<file path="src/rtl/li_arbiter_pkg.sv">
// Shared state encoding, parameter defaults and width helpers for the lateral-inhibition arbiter.
// The optional LI_ROTATE_TIE_EN build macro is consumed in li_arbiter.sv.
package li_arbiter_pkg;

    localparam int LI_N_DEF    = 8;
    localparam int LI_W_DEF    = 24;
    localparam int LI_WAIT_DEF = 4;

    typedef enum logic [1:0] {
        ST_IDLE    = 2'd0,
        ST_COLLECT = 2'd1,
        ST_COMPARE = 2'd2,
        ST_RESPOND = 2'd3
    } li_state_e;

    function automatic int clog2(input int value);
        int r = 0;
        for (int v = value - 1; v > 0; v = v >> 1) r++;
        return r;
    endfunction

    // Never return a zero-width index, even for a single neuron.
    function automatic int idx_width(input int value);
        return (value > 1) ? clog2(value) : 1;
    endfunction

endpackage

</file>
<file path="src/rtl/li_max_scan.sv">
// Sequential argmax over the masked, latched neuron potentials: one neuron per step,
// strict signed greater-than so the first index met wins a tie.
module li_max_scan
    import li_arbiter_pkg::*;
#(
    parameter int N = LI_N_DEF,
    parameter int W = LI_W_DEF
) (
    input  logic                      clk_i,
    input  logic                      rst_ni,
    input  logic                      clear_i,
    input  logic [idx_width(N)-1:0]   first_idx_i,
    input  logic                      step_i,
    input  logic [N-1:0]              req_mask_i,
    input  logic [N*W-1:0]            pot_latch_i,
    output logic [idx_width(N)-1:0]   best_idx_o,
    output logic                      last_o
);

    localparam int IW = idx_width(N);

    logic signed [W-1:0] pot_arr [N];

    for (genvar g = 0; g < N; g++) begin : g_unpack
        assign pot_arr[g] = pot_latch_i[g*W +: W];
    end

    logic [IW-1:0]       idx_q, idx_d;
    logic [IW-1:0]       cnt_q, cnt_d;
    logic [IW-1:0]       best_idx_q, best_idx_d;
    logic signed [W-1:0] best_pot_q, best_pot_d;
    logic                best_valid_q, best_valid_d;
    logic                take;

    always_comb begin
        idx_d        = idx_q;
        cnt_d        = cnt_q;
        best_idx_d   = best_idx_q;
        best_pot_d   = best_pot_q;
        best_valid_d = best_valid_q;
        take         = 1'b0;
        if (clear_i) begin
            idx_d        = first_idx_i;
            cnt_d        = '0;
            best_idx_d   = '0;
            best_pot_d   = '0;
            best_valid_d = 1'b0;
        end else if (step_i) begin
            take = req_mask_i[idx_q] && (!best_valid_q || (pot_arr[idx_q] > best_pot_q));
            if (take) begin
                best_idx_d   = idx_q;
                best_pot_d   = pot_arr[idx_q];
                best_valid_d = 1'b1;
            end
            // Wrap so a rotated start still visits every neuron exactly once.
            idx_d = (idx_q == IW'(N - 1)) ? '0 : idx_q + IW'(1);
            cnt_d = cnt_q + IW'(1);
        end
    end

    always_ff @(posedge clk_i or negedge rst_ni) begin
        if (!rst_ni) begin
            idx_q        <= '0;
            cnt_q        <= '0;
            best_idx_q   <= '0;
            best_pot_q   <= '0;
            best_valid_q <= 1'b0;
        end else begin
            idx_q        <= idx_d;
            cnt_q        <= cnt_d;
            best_idx_q   <= best_idx_d;
            best_pot_q   <= best_pot_d;
            best_valid_q <= best_valid_d;
        end
    end

    assign best_idx_o = best_idx_q;
    assign last_o     = (cnt_q == IW'(N - 1));

endmodule

</file>
<file path="src/rtl/li_arbiter.sv">
// Lateral-inhibition arbiter: collects spike requests, picks the highest-potential winner,
// answers every requester. Define LI_ROTATE_TIE_EN to rotate tie priority after each winner.
module li_arbiter
    import li_arbiter_pkg::*;
#(
    parameter int N    = LI_N_DEF,
    parameter int W    = LI_W_DEF,
    parameter int WAIT = LI_WAIT_DEF
) (
    input  logic                    clk_i,
    input  logic                    rst_ni,
    input  logic                    start_core_img_i,
    input  logic [N-1:0]            start_li_i,
    input  logic [N*W-1:0]          potential_bus_i,
    output logic [N-1:0]            valid_li_o,
    output logic [N-1:0]            won_lost_o,
    output logic                    li_o,
    output logic [idx_width(N)-1:0] winner_idx_o,
    output logic                    busy_o
);

    localparam int IW = idx_width(N);
    localparam int CW = idx_width(WAIT);

`ifdef LI_ROTATE_TIE_EN
    localparam logic [IW-1:0] WIN_RST = IW'(N - 1);
`else
    localparam logic [IW-1:0] WIN_RST = '0;
`endif

    li_state_e      state_q, state_d;
    logic [N-1:0]   req_q, req_d;
    logic [N-1:0]   pend_q, pend_d;
    logic [CW-1:0]  cnt_q, cnt_d;
    logic           li_q, li_d;
    logic [IW-1:0]  win_q, win_d;
    logic [N-1:0]   valid_q, valid_d;
    logic [N-1:0]   won_q, won_d;
    logic           busy_q;
    logic [N*W-1:0] pot_latch_q;
    logic [N-1:0]   combined;

    logic           scan_clear;
    logic           scan_step;
    logic           scan_last;
    logic [IW-1:0]  scan_first;
    logic [IW-1:0]  scan_best;

`ifdef LI_ROTATE_TIE_EN
    assign scan_first = (win_q == IW'(N - 1)) ? '0 : win_q + IW'(1);
`else
    assign scan_first = '0;
`endif

    li_max_scan #(
        .N (N),
        .W (W)
    ) u_scan (
        .clk_i       (clk_i),
        .rst_ni      (rst_ni),
        .clear_i     (scan_clear),
        .first_idx_i (scan_first),
        .step_i      (scan_step),
        .req_mask_i  (req_q),
        .pot_latch_i (pot_latch_q),
        .best_idx_o  (scan_best),
        .last_o      (scan_last)
    );

    assign combined = start_li_i | pend_q;

    always_comb begin
        state_d    = state_q;
        req_d      = req_q;
        pend_d     = pend_q;
        cnt_d      = cnt_q;
        li_d       = li_q;
        win_d      = win_q;
        valid_d    = '0;
        won_d      = '0;
        scan_clear = 1'b0;
        scan_step  = 1'b0;
        if (start_core_img_i) begin
            state_d = ST_IDLE;
            req_d   = '0;
            pend_d  = '0;
            cnt_d   = '0;
            li_d    = 1'b0;
        end else begin
            case (state_q)
                ST_IDLE: begin
                    pend_d = '0;
                    if (combined != '0) begin
                        if (li_q) begin
                            valid_d = combined;
                        end else begin
                            req_d   = combined;
                            cnt_d   = '0;
                            state_d = ST_COLLECT;
                        end
                    end
                end
                ST_COLLECT: begin
                    req_d = req_q | start_li_i;
                    cnt_d = cnt_q + CW'(1);
                    if (cnt_q == CW'(WAIT - 1)) begin
                        scan_clear = 1'b1;
                        state_d    = ST_COMPARE;
                    end
                end
                ST_COMPARE: begin
                    pend_d    = pend_q | start_li_i;
                    scan_step = 1'b1;
                    if (scan_last) state_d = ST_RESPOND;
                end
                ST_RESPOND: begin
                    pend_d           = pend_q | start_li_i;
                    valid_d          = req_q;
                    won_d[scan_best] = 1'b1;
                    li_d             = 1'b1;
                    win_d            = scan_best;
                    req_d            = '0;
                    state_d          = ST_IDLE;
                end
                default: state_d = ST_IDLE;
            endcase
        end
    end

    always_ff @(posedge clk_i or negedge rst_ni) begin
        if (!rst_ni) begin
            state_q <= ST_IDLE;
            req_q   <= '0;
            pend_q  <= '0;
            cnt_q   <= '0;
            li_q    <= 1'b0;
            win_q   <= WIN_RST;
            valid_q <= '0;
            won_q   <= '0;
            busy_q  <= 1'b0;
        end else begin
            state_q <= state_d;
            req_q   <= req_d;
            pend_q  <= pend_d;
            cnt_q   <= cnt_d;
            li_q    <= li_d;
            win_q   <= win_d;
            valid_q <= valid_d;
            won_q   <= won_d;
            busy_q  <= (state_d != ST_IDLE);
        end
    end

    // A new image discards any spikes in the same cycle, potentials included.
    always_ff @(posedge clk_i or negedge rst_ni) begin
        if (!rst_ni) begin
            pot_latch_q <= '0;
        end else if (!start_core_img_i) begin
            for (int i = 0; i < N; i++) begin
                if (start_li_i[i]) pot_latch_q[i*W +: W] <= potential_bus_i[i*W +: W];
            end
        end
    end

    assign valid_li_o   = valid_q;
    assign won_lost_o   = won_q;
    assign li_o         = li_q;
    assign winner_idx_o = win_q;
    assign busy_o       = busy_q;

endmodule

</file>
<file path="config.mk">
export PLATFORM = sky130hd
export DESIGN_NAME = li_arbiter
export DESIGN_NICKNAME = d
export VERILOG_FILES = /design/src/rtl/li_arbiter_pkg.sv /design/src/rtl/li_max_scan.sv /design/src/rtl/li_arbiter.sv
export SDC_FILE = /design/constraint.sdc
export NUM_CORES = 1
export LEC_CHECK = 0
export CORE_ASPECT_RATIO = 1.4
export CORE_MARGIN = 1.5
export CORE_UTILIZATION = 53
export CTS_CLUSTER_DIAMETER = 120
export DETAILED_ROUTE_END_ITERATION = 10
export HOLD_SLACK_MARGIN = 0.02
export PLACE_DENSITY_LB_ADDON = 0.25
export SLEW_MARGIN = 20
export SYNTH_ARGS = -nofsm -noshare
export SYNTH_HDL_FRONTEND = slang
export SYNTH_SLANG_ARGS = --single-unit
</file>
<file path="constraint.sdc">
create_clock -name clk_i -period 4.4 [get_ports clk_i]
set_input_delay 0.44 -clock clk_i [delete_from_list [all_inputs] [get_ports clk_i]]
set_output_delay 0.44 -clock clk_i [all_outputs]
set_load 0.05 [all_outputs]
</file>
Yosys cells after proc, flatten, opt, wreduce, memory -nomap -nowiden. Cells that the tools add are included.

Add/sub/neg operators: 3. $lt $le $gt $ge: 5. Equality and inequality tests: 8. Mux-type cells: 50. Bitwise operators: 4. Reduce and logical (&&, ||, !) cells: 26.

Operator list (count): 24-bit 2-to-1 mux (5); 24-bit binary-select mux with 3-bit select (1); 8-bit 2-to-1 mux (9); 8-bit case mux with 2 select lines (2); 24-bit greater-than comparator (1); 3-bit 2-to-1 mux (8); 8-bit case mux with 3 select lines (1); 2-bit AND reduction (10); 2-bit 2-to-1 mux (8); 8-bit bitwise OR (2); 1-bit 2-to-1 mux (12); 3-bit by 4-bit less-than comparator with 1-bit output, second input constant (2); 2-bit case mux with 4 select lines (1); 2-bit nonzero test (4); 8-bit nonzero test (1); 3-bit by 1-bit adder with 3-bit output, second input constant (2); 2-bit equality test, second input constant (3); 3-bit equality test, second input constant (2); 3-bit inequality test, second input constant (2); 3-bit AND reduction (2); 3-bit nonzero test (2); 4-bit greater-or-equal comparator, second input constant (1); 3-bit inverter with 4-bit output (1); 2-bit case mux with 2 select lines (1); other kinds (12) (13).

Register bits after elaboration: 267. Bits of input ports: 203. Output and inout bits: 21. Word-level logic and storage cells: 118.

Longest topological paths before layout.
Depth in word-level cells: 10. Mapped depth: 14. Mapped depth without buffers: 10.

Modules after synthesis. From an unflattened synthesis, not the netlist that was laid out.

Cell total of the unflattened synthesis: 946. Area total of the unflattened synthesis: 12926.1 µm².

Modules (own cells, without submodules): li_arbiter (instances 1, cells each 622, area an instance 9090.0 µm², sequential area each 5830.6 µm²); li_max_scan (instances 1, cells each 324, area an instance 3836.2 µm², sequential area each 850.8 µm²).

Least setup slack after synthesis. No wires, ideal clock.

Path type: register to register. Start: register u_scan.idx_q[0]. End: register u_scan.best_pot_q[10]. Library setup time: 0.124 ns. Arrival: 3.407 ns. Data required time: 4.276 ns. Slack: 0.869 ns. Stages on the path, launching flop included: 15. Buffers on the path: 4. Clock period less this slack: 3.531 ns. Cell sequence: dfrtp_1 buf_6 buf_2 buf_4 mux4_2 mux2_2 ha_1 and4_4 nand2b_4 a211o_1 o211ai_1 and3b_2 nor2_8 buf_6 mux2i_1.

Longest elaborated chain between the ends: 9. Elaborated cells on any way between the ends: 14. Classes of those cells: order compare (1); mux (8); bitwise (1); reduce/logical (4).

RTL lines: start, declared (line li_max_scan.sv:28) `logic [IW-1:0] idx_q, idx_d;`; start signal, assigned (line li_max_scan.sv:69) `idx_q <= idx_d;`; 3-bit inverter with 4-bit output (implied by the code) (line li_max_scan.sv:49, li_max_scan.sv:52); 24-bit binary-select mux with 3-bit select (line li_max_scan.sv:49, li_max_scan.sv:52); 24-bit 2-to-1 mux (implied by the code) (2 in a row) (line li_max_scan.sv:49, li_max_scan.sv:52); 24-bit greater-than comparator (line li_max_scan.sv:49) `take = req_mask_i[idx_q] && (!best_valid_q || (pot_arr[idx_q] > best_pot_q));`; 1-bit logical OR (line li_max_scan.sv:49); 1-bit logical AND (line li_max_scan.sv:49); 2-bit nonzero test (no line); 2-bit AND reduction (no line); end signal, assigned (line li_max_scan.sv:72) `best_pot_q <= best_pot_d;`; end, declared (line li_max_scan.sv:31) `logic signed [W-1:0] best_pot_q, best_pot_d;`.

Several ways; a longest one is shown, not always the timed one. The select of a mux whose other input is x is not followed. A chain may end at the register's enable or synchronous reset.

Final worst setup path.
Start: register u_scan.idx_q[1]. End: register u_scan.best_pot_q[18].

The elaborated chain is that of the path after synthesis.

==> flow_summary.ini <==
[timing]
fmax_mhz = 266
finalClockSkew_ns = 0.00702
maxSlewViolCount = 0
hold_viol = 0
maxSlewHeadroom_pct = 36.4
tightest_slew_ns = 0.952
whs_ns = 0.503
setup_viol = 0
tns_ns = 0
fin_crit_sh_pct = 85.5
rsz0062_at_grt = false
timing.final.crit_period_ns = 3.76

[logic_synthesis]
synth_area_leaders = dfrtp_1 53%, mux2_2 20%, mux4_2 8.9%
synth_async_sr_flop_share_pct = 100
synth_area_mm2 = 0.0126
synthesis.nets = 1166
yosys_warnings = 0
synthCells = 929
synth.most_common_cell = dfrtp_1
synth_area_per_cell_um2 = 13.6
ys_top_cells_by_count = 267 x dfrtp_1, 219 x mux2_2, 85 x nand2_1
netlist.area_leader.share_pct = 53.0
yosys_register_bits = 267
seq_area_frac_synth_pct = 53.0
synth.largest_area_cell = dfrtp_1
synth_edf_count = 0
synth-main-ff-cell = dfrtp_1
ys_types = 46

[cells_and_area]
fin_util_pct = 69.2
fin_nets = 1375
area_growth_pct = 27.8
stdcell_count = 1464
drive_gt1_share_pct = 30.1

[setup_path]
path_max_fanout = 26
r2r-start = u_scan.idx_q[1]$_DFFE_PN0P_
reg2reg_to = u_scan.best_pot_q[18]$_DFFE_PN0P_
r2r_cells = 11
startpoint_type = register
r2r_setup_slack_ns = 0.64
required_ns = 4.83
arrival_ns = 4.19
path_class = reg -> reg
worstSetupEndpointType = register

[global_route]
gr-total-overflow = 0
antenna_found_initial = 2
track_usage_pct = 25.7
grt_pass1_vias = 8818
grt_start_max_net_pins = 111
grt_pass1_wl_mm = 48.6

[clock_tree]
cts_root_buffer = clkbuf_16
postCtsResizedCells = 0
cts_buffers = 26
post-cts-setup-buffers = 0
clock_path_buffers = 3
htree_levels = 1
clk_pin_slew_ns = 0.06
clock_latency_ns = 0.52
cts_num_sinks = 267
cts_tree = done

[floorplan]
fp.dieW_um = 133
die_h_um = 185
dieArea_mm2 = 0.0247
ios = 224
fp-row-count = 66
design.core.area_mm2 = 0.0233
start_util_pct = 54.1

[routing]
routed_wirelength_mm = 31.2
vias = 8409
antenna_left = 0
wire_per_inst_um = 21.3
drt_iter0_drc = 429
avgViaCountPerCell = 5.74
drcViolationCount = 0
dr.pass1.iters = 4

[power]
powerDensity_mw_per_mm2 = 392
peakVddDrop_mv = 0.385
power.internal_uw = 4810
power.leakage_uw = 0.00657
p_comb_share_pct = 16.4
switchingPower_uw = 1510
switching_share_pct = 23.9
power.share.sequential_pct = 46.0
p_clk_share_pct = 37.6

[worst_hold_path]
hold_path_class = reg -> reg
hold_start = pot_latch_q[51]$_DFFE_PN0P_
whs_endpoint = pot_latch_q[51]$_DFFE_PN0P_
hold_depth = 1

[placement]
numPortBuffers = 223
dp_hpwl_mm = 21.7
gp_congestion = 0.856
dp.cells = 1415

[outcome]
status = finished clean

[job]
maxCapViolCount = 0
cell type report:
| type | count | area [um2] |
|---|---|---|
| Fill cell | 1691 | 7180 |
| Sequential cell | 267 | 6690 |
| Multi-Input combinational cell | 578 | 5630 |
| Timing Repair Buffer | 238 | 2390 |
| Clock buffer | 33 | 718 |
| Tap cell | 306 | 383 |
| Clock inverter | 13 | 195 |
| Inverter | 27 | 101 |
| Antenna cell | 2 | 5.00 |
kinds of logic after synthesis:
| logic type | Yosys count | share of synthesized area, % |
|---|---|---|
| adder cells (fa/ha/maj) | 34 | 3.38 |
| flip-flops | 267 | 53.0 |
| AND/OR/NAND/NOR | 163 | 5.99 |
| multiplexers | 297 | 30.7 |
| AO/OA/AOI/OAI | 83 | 4.05 |
| buffers and inverters | 84 | 2.77 |
| XOR/XNOR | 1 | 0.0695 |
cell usage in the layout (no fill, tap or decap), drive strengths merged, types with 2 or more instances in the layout:
| cell | netlist | routed |
|---|---|---|
| a21oi | 37 | 37 |
| a22oi | 8 | 8 |
| clkdlybuf4s50 | 0 | 222 |
| inv | 27 | 27 |
| mux4 | 50 | 50 |
| o21bai | 2 | 2 |
| clkinv | 0 | 6 |
| clkinvlp | 0 | 2 |
| buf | 13 | 15 |
| diode | 0 | 2 |
| nor2b | 10 | 10 |
| a211o | 2 | 2 |
| ha | 34 | 34 |
| bufinv | 0 | 5 |
| nand2b | 6 | 6 |
| a21o | 2 | 2 |
| o21ai | 22 | 22 |
| nand3 | 4 | 4 |
| nor3 | 5 | 5 |
| dfrtp | 267 | 267 |
| nand4 | 4 | 4 |
| nand2 | 85 | 85 |
| mux2 | 219 | 219 |
| or2 | 4 | 4 |
| nor2 | 33 | 33 |
| mux2i | 28 | 28 |
| nor4 | 6 | 6 |
| clkbuf | 44 | 33 |
critical path, cell delays in order, from the launching register on:
cell and delay [ns]:
dfrtp_2 0.76, buf_4 0.28, mux4_2 0.30, mux2_2 0.29, ha_1 0.29, a21oi_1 0.15, o21ai_0 0.11, a21oi_1 0.20
o211ai_1 0.16, and3b_2 0.30, nor2_8 0.50, mux2i_1 0.30
power by group through the flow:
stage               registers, uW  logic (uW)  clock network [uW]
floorplan                    2860         648                   0
global placement             2930        1010                   0
detailed placement           2940        1040                   0
CTS                          2900        1050                2420
global route                 2930        1120                2520
finish                       2900        1030                2380
registers in the layout, summed over array words and instances, names as in the netlist:
| signal | flops |
|---|---|
| pot_latch_q | 192 |
| u_scan.best_pot_q | 24 |
| pend_q | 8 |
| req_q | 8 |
| valid_li_o | 8 |
| won_lost_o | 8 |
| u_scan.best_idx_o | 3 |
| u_scan.cnt_q | 3 |
| u_scan.idx_q | 3 |
| winner_idx_o | 3 |
| cnt_q | 2 |
| state_q | 2 |
| busy_o | 1 |
| li_o | 1 |
| u_scan.best_valid_q | 1 |
layer usage:
layer,share of wire (%),wire [um],vias to the layer above,track usage [%]
li1,-,-,3767,-
met5,0,0,-,0
met3,4.5,1400,62,3.19
met2,52,16300,254,45.4
met1,40,12400,4326,32.7
met4,3.4,1050,0,9.65
how the worst max path moves through the flow:
stage / from / to / slack, ns / cells past startpoint
floorplan: u_scan.idx_q[0]$_DFFE_PN0P_ / u_scan.best_pot_q[10]$_DFFE_PN0P_ / 0.87 / 14
global placement: u_scan.idx_q[0]$_DFFE_PN0P_ / u_scan.best_pot_q[19]$_DFFE_PN0P_ / 0.78 / 11
detailed placement: u_scan.idx_q[1]$_DFFE_PN0P_ / u_scan.best_pot_q[18]$_DFFE_PN0P_ / 0.68 / 11
CTS: u_scan.idx_q[1]$_DFFE_PN0P_ / u_scan.best_pot_q[18]$_DFFE_PN0P_ / 0.62 / 11
global route: u_scan.idx_q[0]$_DFFE_PN0P_ / u_scan.best_idx_o[2]$_DFFE_PN0P_ / 0.46 / 11
finish: u_scan.idx_q[1]$_DFFE_PN0P_ / u_scan.best_pot_q[18]$_DFFE_PN0P_ / 0.64 / 11
per-stage QoR:
step | total power, uW | setup WS, ns | cell area, um2
6_report | 6310 | 0.639 | 16100
5_1_grt | 6570 | 0.463 | 16100
4_1_cts | 6370 | 0.620 | 16100
3_5_place_dp | 3980 | 0.683 | 15200
3_3_place_gp | 3940 | 0.783 | 15200
2_1_floorplan | 3510 | 0.869 | 12600
repair_timing:
action                                  4_1_cts  5_1_grt
endpoints found under the hold margin        28        0
endpoints found under the setup margin        0        0
hold buffers                                  1        0
No activity file was read; power rests on OpenSTA's default activity.
